--- src/rtl/if_id_imm20_stage_pkg.sv ---
// if_id_imm20_stage_pkg: shared opcodes, immediate-kind encodings, NOP and the stage entry type.
package if_id_imm20_stage_pkg;
   localparam logic [6:0]  OP_LUI    = 7'b0110111;
   localparam logic [6:0]  OP_AUIPC  = 7'b0010111;
   localparam logic [6:0]  OP_JAL    = 7'b1101111;
   localparam logic [1:0]  IMMK_NONE = 2'b00;
   localparam logic [1:0]  IMMK_U    = 2'b01;
   localparam logic [1:0]  IMMK_J    = 2'b10;
   localparam logic [31:0] NOP       = 32'h0000_0013;
   typedef struct packed {
      logic [31:0] instr;
      logic [31:0] pc;
      logic [19:0] imm20;
      logic [1:0]  kind;
   } entry_t;
endpackage

--- src/rtl/if_id_imm20_stage_imm20_extract.sv ---
// if_id_imm20_stage_imm20_extract: combinational opcode decode producing the raw 20-bit immediate.
// Ports: instr_i (instruction), imm20_o (U field or J offset in halfwords), kind_o (IMMK_* encoding).
module if_id_imm20_stage_imm20_extract
   import if_id_imm20_stage_pkg::*;
(
   input  logic [31:0] instr_i,
   output logic [19:0] imm20_o,
   output logic [1:0]  kind_o
);
   assign kind_o  = (instr_i[6:0] == OP_LUI || instr_i[6:0] == OP_AUIPC) ? IMMK_U :
                    (instr_i[6:0] == OP_JAL) ? IMMK_J : IMMK_NONE;
   // J offset is reassembled into natural bit order, still in halfword units.
   assign imm20_o = (kind_o == IMMK_U) ? instr_i[31:12] :
                    (kind_o == IMMK_J) ? {instr_i[31], instr_i[19:12], instr_i[20], instr_i[30:21]} : 20'h0;
endmodule

--- src/rtl/if_id_imm20_stage.sv ---
// if_id_imm20_stage: IF/ID register with 2-entry skid buffer and pre-extracted 20-bit immediate.
// Ports: clk/rst (sync, active high); valid_in/ready_out/instr_in/pc_in from fetch; flush kills
// everything held; valid_out/ready_in/instr_out/pc_out/imm20_out/imm_kind towards decode.
// Optional IF_ID_PERF_CNT_EN adds stall_cnt and flush_cnt (wrapping 32-bit counters).
module if_id_imm20_stage
   import if_id_imm20_stage_pkg::*;
#(
   parameter int          XLEN   = 32,
   parameter logic [31:0] RST_PC = 32'h0
) (
   input  logic            clk,
   input  logic            rst,
   input  logic            valid_in,
   output logic            ready_out,
   input  logic [XLEN-1:0] instr_in,
   input  logic [XLEN-1:0] pc_in,
   input  logic            flush,
   output logic            valid_out,
   input  logic            ready_in,
   output logic [XLEN-1:0] instr_out,
   output logic [XLEN-1:0] pc_out,
   output logic [19:0]     imm20_out,
   output logic [1:0]      imm_kind
`ifdef IF_ID_PERF_CNT_EN
   ,
   output logic [31:0]     stall_cnt,
   output logic [31:0]     flush_cnt
`endif
);
   if (XLEN != 32) begin : g_bad_xlen
      $error("if_id_imm20_stage: XLEN must be 32");
   end
   entry_t in_e, main_q, main_d, skid_q, skid_d;
   logic   main_valid_q, main_valid_d, skid_valid_q, skid_valid_d, acc, drain;
   if_id_imm20_stage_imm20_extract u_ext (
      .instr_i (instr_in),
      .imm20_o (in_e.imm20),
      .kind_o  (in_e.kind)
   );
   assign in_e.instr = instr_in;
   assign in_e.pc    = pc_in;
   assign acc        = valid_in && ready_out;
   assign drain      = main_valid_q && ready_in;
   // Skid is only ever occupied while main is full, so main empty implies skid empty.
   always_comb begin
      main_d       = main_q;
      skid_d       = skid_q;
      main_valid_d = main_valid_q;
      skid_valid_d = skid_valid_q;
      if (flush) begin
         main_valid_d = 1'b0;
         skid_valid_d = 1'b0;
      end else if (drain || !main_valid_q) begin
         main_valid_d = skid_valid_q || acc;
         main_d       = skid_valid_q ? skid_q : acc ? in_e : main_q;
         skid_valid_d = 1'b0;
      end else if (acc) begin
         skid_valid_d = 1'b1;
         skid_d       = in_e;
      end
   end
   always_ff @(posedge clk) begin
      if (rst) begin
         main_valid_q <= 1'b0;
         skid_valid_q <= 1'b0;
         main_q       <= '{instr: NOP, pc: RST_PC, imm20: 20'h0, kind: IMMK_NONE};
         skid_q       <= '0;
      end else begin
         main_valid_q <= main_valid_d;
         skid_valid_q <= skid_valid_d;
         main_q       <= main_d;
         skid_q       <= skid_d;
      end
   end
   assign ready_out = !skid_valid_q;
   assign valid_out = main_valid_q;
   assign instr_out = main_q.instr;
   assign pc_out    = main_q.pc;
   assign imm20_out = main_q.imm20;
   assign imm_kind  = main_q.kind;
`ifdef IF_ID_PERF_CNT_EN
   logic [31:0] stall_cnt_q, flush_cnt_q;
   always_ff @(posedge clk) begin
      if (rst) begin
         stall_cnt_q <= 32'h0;
         flush_cnt_q <= 32'h0;
      end else begin
         stall_cnt_q <= stall_cnt_q + {31'h0, main_valid_q && !ready_in};
         flush_cnt_q <= flush_cnt_q + {31'h0, flush};
      end
   end
   assign stall_cnt = stall_cnt_q;
   assign flush_cnt = flush_cnt_q;
`endif
endmodule
--- config.mk ---
export PLATFORM = sky130hd
export DESIGN_NAME = if_id_imm20_stage
export DESIGN_NICKNAME = d
export VERILOG_FILES = /design/src/rtl/if_id_imm20_stage_pkg.sv /design/src/rtl/if_id_imm20_stage_imm20_extract.sv /design/src/rtl/if_id_imm20_stage.sv
export SDC_FILE = /design/constraint.sdc
export NUM_CORES = 1
export LEC_CHECK = 0
export CORE_UTILIZATION = 52
export DETAILED_ROUTE_END_ITERATION = 8
export DONT_BUFFER_PORTS = 1
export PLACE_DENSITY = 0.67
export SYNTH_ARGS = -nofsm -noshare
export SYNTH_HDL_FRONTEND = slang
export SYNTH_SLANG_ARGS = --single-unit
--- constraint.sdc ---
create_clock -name clk -period 2.1 [get_ports clk]
set_clock_uncertainty 0.2 [all_clocks]
set_input_delay 0.42 -clock clk [delete_from_list [all_inputs] [get_ports clk]]
set_output_delay 0.42 -clock clk [all_outputs]
set_load 0.03 [all_outputs]
==> impl_metrics.py, run 1 <==
metrics = {
    "route": {
        "drt-initial-drc-count": 473,
        "wl_per_cell_um": 18.4,
        "num_vias": 5553,
        "ant_nets": 0,
        "drt-pass1-iter-count": 5,
        "finalWirelength_um": 17300,
        "post-route-drc-count": 0,
        "via_per_inst": 5.90,
    },
    "logic_synthesis": {
        "yosys.area_share.adder_pct": 0,
        "ys_warn_count": 0,
        "synth_mux_area_share_pct": 9.10,
        "seq_area_frac_synth_pct": 49.5,
        "avgSynthCellArea_um2": 8.99,
        "syn-num-nets": 852,
        "synth_edf_count": 0,
        "synth-compound-area-share_pct": 19.2,
        "synth_xor_area_share_pct": 0,
        "syn_area_um2": 7040,
        "async_flop_share_pct": 0,
        "ys_ff_latch": 174,
        "netlist_instances": 783,
        "synthDistinctLibCells": 32,
        "synth-simple-area-share_pct": 17.8,
        "yosys_most_used_dff": "dfxtp_1",
        "synth_top_family_by_area": "compound AO/OA/AOI/OAI gates",
    },
    "pwr": {
        "vdd_drop_max_uv": 672,
        "leakagePower_nw": 2.46,
        "p_per_area_nw_per_um2": 882,
    },
    "placement": {
        "port_buffers": 0,
        "dp.cells": 904,
        "gp_congestion": 0.773,
        "place_hpwl_um": 10900,
        "postPlaceCellArea_um2": 7190,
    },
    "status": {
        "status": "complete, but fails checks",
        "violations": "negative hold slack",
    },
    "critical_path": {
        "cpPeakStageDelay_ps": 550,
        "worstPathRequired_ps": 2260,
        "cp_top_family": "simple AND/OR/NAND/NOR gates",
        "crit_chain": "nor2_2 > and3_4 > nand2_1 > a21oi_1 > dlygate4sd3_1",
        "r2r_start": "skid_valid_q",
        "cp-end-kind": "flip-flop",
        "path_class": "flip-flop to flip-flop",
        "crit_arrival_ps": 2160,
        "path_buf_inv": 1,
        "critPathMaxFanout": 10,
        "critical_path.startpoint": "skid_valid_q",
        "cp-start-kind": "flip-flop",
        "cp_slowest_cell": "dlygate4sd3_1",
    },
    "final_layout": {
        "final_nets": 823,
        "multiInputGateArea_um2": 3280,
        "regArea_um2": 3490,
        "fill_cells": 1168,
        "final_cells": 941,
        "final_area_um2": 7860,
        "area_growth_pct": 11.6,
        "antenna_cells": 0,
        "drive_gt1_share_pct": 8.76,
    },
    "clock_network": {
        "clockBufferDepth": 2,
        "cts_made_buffers": 17,
        "cts_tree": "yes",
        "cts_max_level": 4,
        "cts_setup_buffers": 0,
        "ctsHoldBuffers": 5,
        "clock_latency_ps": 420,
        "clock-sinks": 174,
        "clk_pin_slew_ps": 60,
        "clk_root_buffer_cell": "clkbuf_16",
    },
    "grt": {
        "antenna_found_initial": 0,
        "grtUsageTotal_pct": 24.8,
        "grt_pass1_vias": 5358,
        "grt_remaining_overflow": 0,
        "grt_max_degree": 196,
        "grt_pass1_wl_um": 27600,
    },
    "sta": {
        "rsz0062_at_grt": "false",
        "setup-tns-final_ps": 0,
        "setup_violations": 0,
        "slew_violations": 0,
        "slew-limit-headroom_pct": 58.2,
        "max_clock_freq_ghz": 0.499,
        "fin_crit_sh_pct": 95.3,
        "whs_ps": -115,
        "tightest_slew_ps": 626,
        "hold_viol_final": 104,
        "period_minus_slack_ps": 2000,
    },
    "die": {
        "die_h_um": 118,
        "core_um2": 13200,
        "die_x_um": 118,
        "row_count": 42,
        "boundaryPins": 157,
        "initial_core_util_pct": 53.2,
        "die-area_um2": 14000,
    },
    "hold_path": {
        "min_path_type": "primary input to flip-flop",
        "hold_start": "rst",
    },
    "job": {
        "drv_cap": 0,
    },
}
## path summary, 6_finish.rpt
check                                     end  slack [ps]  depth (start not counted)
worst max-delay path               skid_q[79]         100                          5
worst min-delay path            instr_out[27]        -120                          1
worst max register to register     skid_q[79]         100                          5
worst min register to register     skid_q[31]         250                          2
## cells by family after synthesis
family / Yosys count
buffers and inverters: 75
and+or+nand+nor: 274
DFF: 174
muxes: 64
AOI/OAI and AO/OA: 196
## cell usage after synthesis, drive strengths merged (3+ instances only)
library cell	n	area [um2]
clkbuf	52	195
nand4b	20	175
buf	22	118
a211o	3	26.3
a21oi	69	345
nand2	133	499
mux2i	64	641
o211ai	19	193
dfxtp	174	3480
a211oi	83	623
nor2	88	333
a22oi	19	143
nand3b	20	150
## cell usage in the layout (no fill, tap or decap), drive strengths merged
cell type | synthesis | final
a211o | 3 | 3
a211oi | 83 | 83
a21oi | 69 | 69
a22oi | 19 | 19
and3 | 1 | 2
buf | 22 | 19
bufinv | 0 | 1
clkbuf | 52 | 26
clkinv | 0 | 3
dfxtp | 174 | 174
dlygate4sd3 | 0 | 5
inv | 1 | 2
mux2i | 64 | 64
nand2 | 133 | 133
nand2b | 1 | 1
nand3 | 2 | 2
nand3b | 20 | 20
nand4b | 20 | 20
nor2 | 88 | 88
nor2b | 2 | 2
nor3 | 2 | 2
nor4 | 1 | 1
nor4b | 2 | 2
o211ai | 19 | 19
o21ai | 2 | 2
o32ai | 1 | 1
or3 | 2 | 2
## area by class of cell
type | instances | area share [%]
Multi-Input combinational cell | 535 | 41.8
Timing Repair Buffer | 25 | 3.82
Clock inverter | 5 | 0.701
Inverter | 1 | 0.0478
Tap cell | 176 | 2.80
Clock buffer | 25 | 6.43
Sequential cell | 174 | 44.4
## per-layer routing
| layer | wire, um | vias up | track usage [%] | share of wire, % |
|---|---|---|---|---|
| li1 | - | 2718 | - | - |
| met1 | 7420 | 2626 | 31.3 | 43 |
| met4 | 267 | 0 | 8.97 | 1.5 |
| met2 | 8260 | 187 | 39.8 | 48 |
| met3 | 1380 | 22 | 7.67 | 7.9 |
| met5 | 0 | - | 0 | 0 |
## worst register-to-register path: cells and delay by family, from the launching register on
family / cells / cell delay, ps
buffers and inverters: 1 / 550
AOI/OAI and AO/OA: 1 / 110
and+or+nand+nor: 3 / 720
DFF: 1 / 360
## state kept, by name, indices dropped and copies added (netlist names)
register      cells
skid_q           86
instr_out        32
pc_out           32
imm20_out        20
imm_kind          2
skid_valid_q      1
valid_out         1
## report_power, final
part | internal (mW) | switching, mW
Sequential | 3.41 | 0.246
Clock | 1.78 | 1.19
Combinational | 0.140 | 0.174
Total | 5.32 | 1.61
## what timing repair did
action | CTS | global route
setup endpoints to repair | 0 | 3
resized for setup | 0 | 5
hold endpoints to repair | 155 | 151
## per-stage QoR
stage	power (mW)	setup slack [ps]	utilization, %
floorplan	4.00	121	-
global placement	4.02	260	54.3
detailed placement	4.03	178	54.3
CTS	7.00	22.5	58.9
global route	7.19	21.1	59.3
finish	6.93	97.9	59.3
Note: power is estimated with default switching activity, not from simulation.
==> run 2: changes to the inputs <==
--- a/config.mk
+++ b/config.mk
@@ -9,5 +9,6 @@
 export DETAILED_ROUTE_END_ITERATION = 8
 export DONT_BUFFER_PORTS = 1
-export PLACE_DENSITY = 0.67
+export PLACE_DENSITY = 0.72
+export SLEW_MARGIN = 5
 export SYNTH_ARGS = -nofsm -noshare
 export SYNTH_HDL_FRONTEND = slang
==> constraint.sdc (replaced) <==
create_clock -name clk -period 2.1 [get_ports clk]
set_clock_uncertainty 0.2 [all_clocks]
set_input_delay 0.315 -clock clk [delete_from_list [all_inputs] [get_ports clk]]
set_output_delay 0.315 -clock clk [all_outputs]
set_load 0.03 [all_outputs]
==> impl_metrics.py, run 2 (synthesis results as in run 1) <==
metrics = {
    "clock_network": {
        "cts_setup_buffers": 0,
        "clock-sinks": 174,
        "clockBufferDepth": 2,
        "clk_pin_slew_ps": 60,
        "clock_latency_ps": 430,
        "cts_made_buffers": 17,
        "cts_max_level": 4,
        "cts_tree": "yes",
        "clk_root_buffer_cell": "clkbuf_16",
    },
    "sta": {
        "setup_ws_ps": 87.4,
        "fin_crit_sh_pct": 95.8,
        "whs_ps": -234,
        "max_clock_freq_ghz": 0.497,
        "slew_violations": 0,
        "slew-limit-headroom_pct": 67.6,
        "setup_violations": 0,
        "hold_viol_final": 163,
        "setup-tns-final_ps": 0,
        "tightest_slew_ps": 487,
        "period_minus_slack_ps": 2010,
    },
    "placement": {
        "dp_slack_ps": 203,
        "place_hpwl_um": 10700,
        "port_buffers": 0,
        "gp_congestion": 0.771,
    },
    "die": {
        "core_um2": 13200,
        "die_x_um": 118,
        "die_h_um": 118,
        "initial_core_util_pct": 53.2,
        "row_count": 42,
        "boundaryPins": 157,
        "die-area_um2": 14000,
    },
    "final_layout": {
        "largest_register_ffs": 86,
        "area_growth_pct": 12.3,
        "antenna_cells": 0,
        "final_nets": 832,
        "fin_util_pct": 59.7,
        "layout_common_cells": "173 x dfxtp_1, 133 x nand2_1, 87 x nor2_1, 83 x a211oi_1, 69 x a21oi_1",
        "final_common_cell": "dfxtp_1",
        "drive_gt1_share_pct": 7.87,
        "regMostFlops": "skid_q",
        "fill_cells": 1168,
    },
    "grt": {
        "grt_max_degree": 196,
        "antenna_found_initial": 0,
        "grt_pass1_wl_um": 26900,
        "grt_pass1_vias": 5331,
        "grtUsageTotal_pct": 24.2,
        "grt_remaining_overflow": 0,
    },
    "route": {
        "drt-initial-drc-count": 471,
        "drt-pass1-iter-count": 5,
        "finalWirelength_um": 17100,
        "post-route-drc-count": 0,
        "ant_nets": 0,
        "via_per_inst": 5.95,
        "wl_per_cell_um": 18.0,
        "num_vias": 5655,
    },
    "job": {
        "drv_cap": 0,
    },
    "critical_path": {
        "path_class": "flip-flop to flip-flop",
        "r2r-end": "skid_q[21]",
        "cpPeakStageDelay_ps": 540,
        "rrSetupSlack_ps": 90,
        "path_buf_inv": 3,
        "cp-start-kind": "flip-flop",
        "crit_arrival_ps": 2120,
        "ff2ff_path_depth": 7,
        "critical_path.startpoint": "valid_out",
        "cp-end-kind": "flip-flop",
        "critPathMaxFanout": 34,
        "crit_chain": "nor2b_1 > buf_4 > nand3_2 > buf_12 > nand3b_1 > dlygate4sd3_1 > o21ai_1",
        "path_depth": 7,
        "cp_top_family": "buffers and inverters",
        "r2r_start": "valid_out",
        "cp_slowest_cell": "dlygate4sd3_1",
        "worstPathRequired_ps": 2210,
    },
    "status": {
        "violations": "negative hold slack",
        "status": "complete, but fails checks",
    },
    "hold_path": {
        "hold_end": "instr_out[27]",
        "min_path_type": "primary input to flip-flop",
        "hold_start": "rst",
        "hold_depth": 1,
    },
    "pwr": {
        "p_per_area_nw_per_um2": 873,
        "leakagePower_nw": 2.46,
        "vdd_drop_max_uv": 534,
        "power_mw": 6.90,
    },
}
==> run 2: routing by layer <==
layer | track usage (%) | part of all wire [%] | up-vias
met5 | 0 | 0 | -
met4 | 10.2 | 2.2 | 0
met3 | 8.78 | 8.6 | 30
met2 | 39.0 | 48 | 202
met1 | 29.0 | 41 | 2688
li1 | - | - | 2735
==> run 2: report_power, final <==
group | switching [mW] | internal, mW | total, mW
combinational | 0.181 | 0.148 | 0.330
clock | 1.21 | 1.71 | 2.92
sequential | 0.246 | 3.41 | 3.65
==> run 2: per-stage QoR <==
stage	hold slack, ps	instances	instance area (um2)
2_1_floorplan	193	783	7040
3_3_place_gp	188	901	7160
3_5_place_dp	189	901	7160
4_1_cts	-248	943	7810
5_1_grt	-229	951	7910
6_report	-234	951	7910
==> run 2: what timing repair did <==
item,CTS,global route
hold endpoints to repair,174,171
gates resized for setup,0,0
setup endpoints to repair,0,1
hold buffers,11,7
==> run 2: worst max-delay path by stage <==
stage,endpoint
after global routing,skid_q[21]
after detailed placement,pc_out[31]
final,skid_q[21]
after CTS,ready_out
after global placement,imm20_out[5]
after floorplan,imm20_out[10]
==> run 2: area by class of cell <==
cell class | instances | area, um2 | share of cell area (%)
inverter | 1 | 3.75 | 0.0475
clock inverter | 7 | 62.6 | 0.791
sequential | 174 | 3490 | 44.1
clock buffer | 24 | 482 | 6.09
tap | 176 | 220 | 2.78
multi-input combinational | 534 | 3260 | 41.3
timing repair buffer | 35 | 388 | 4.91
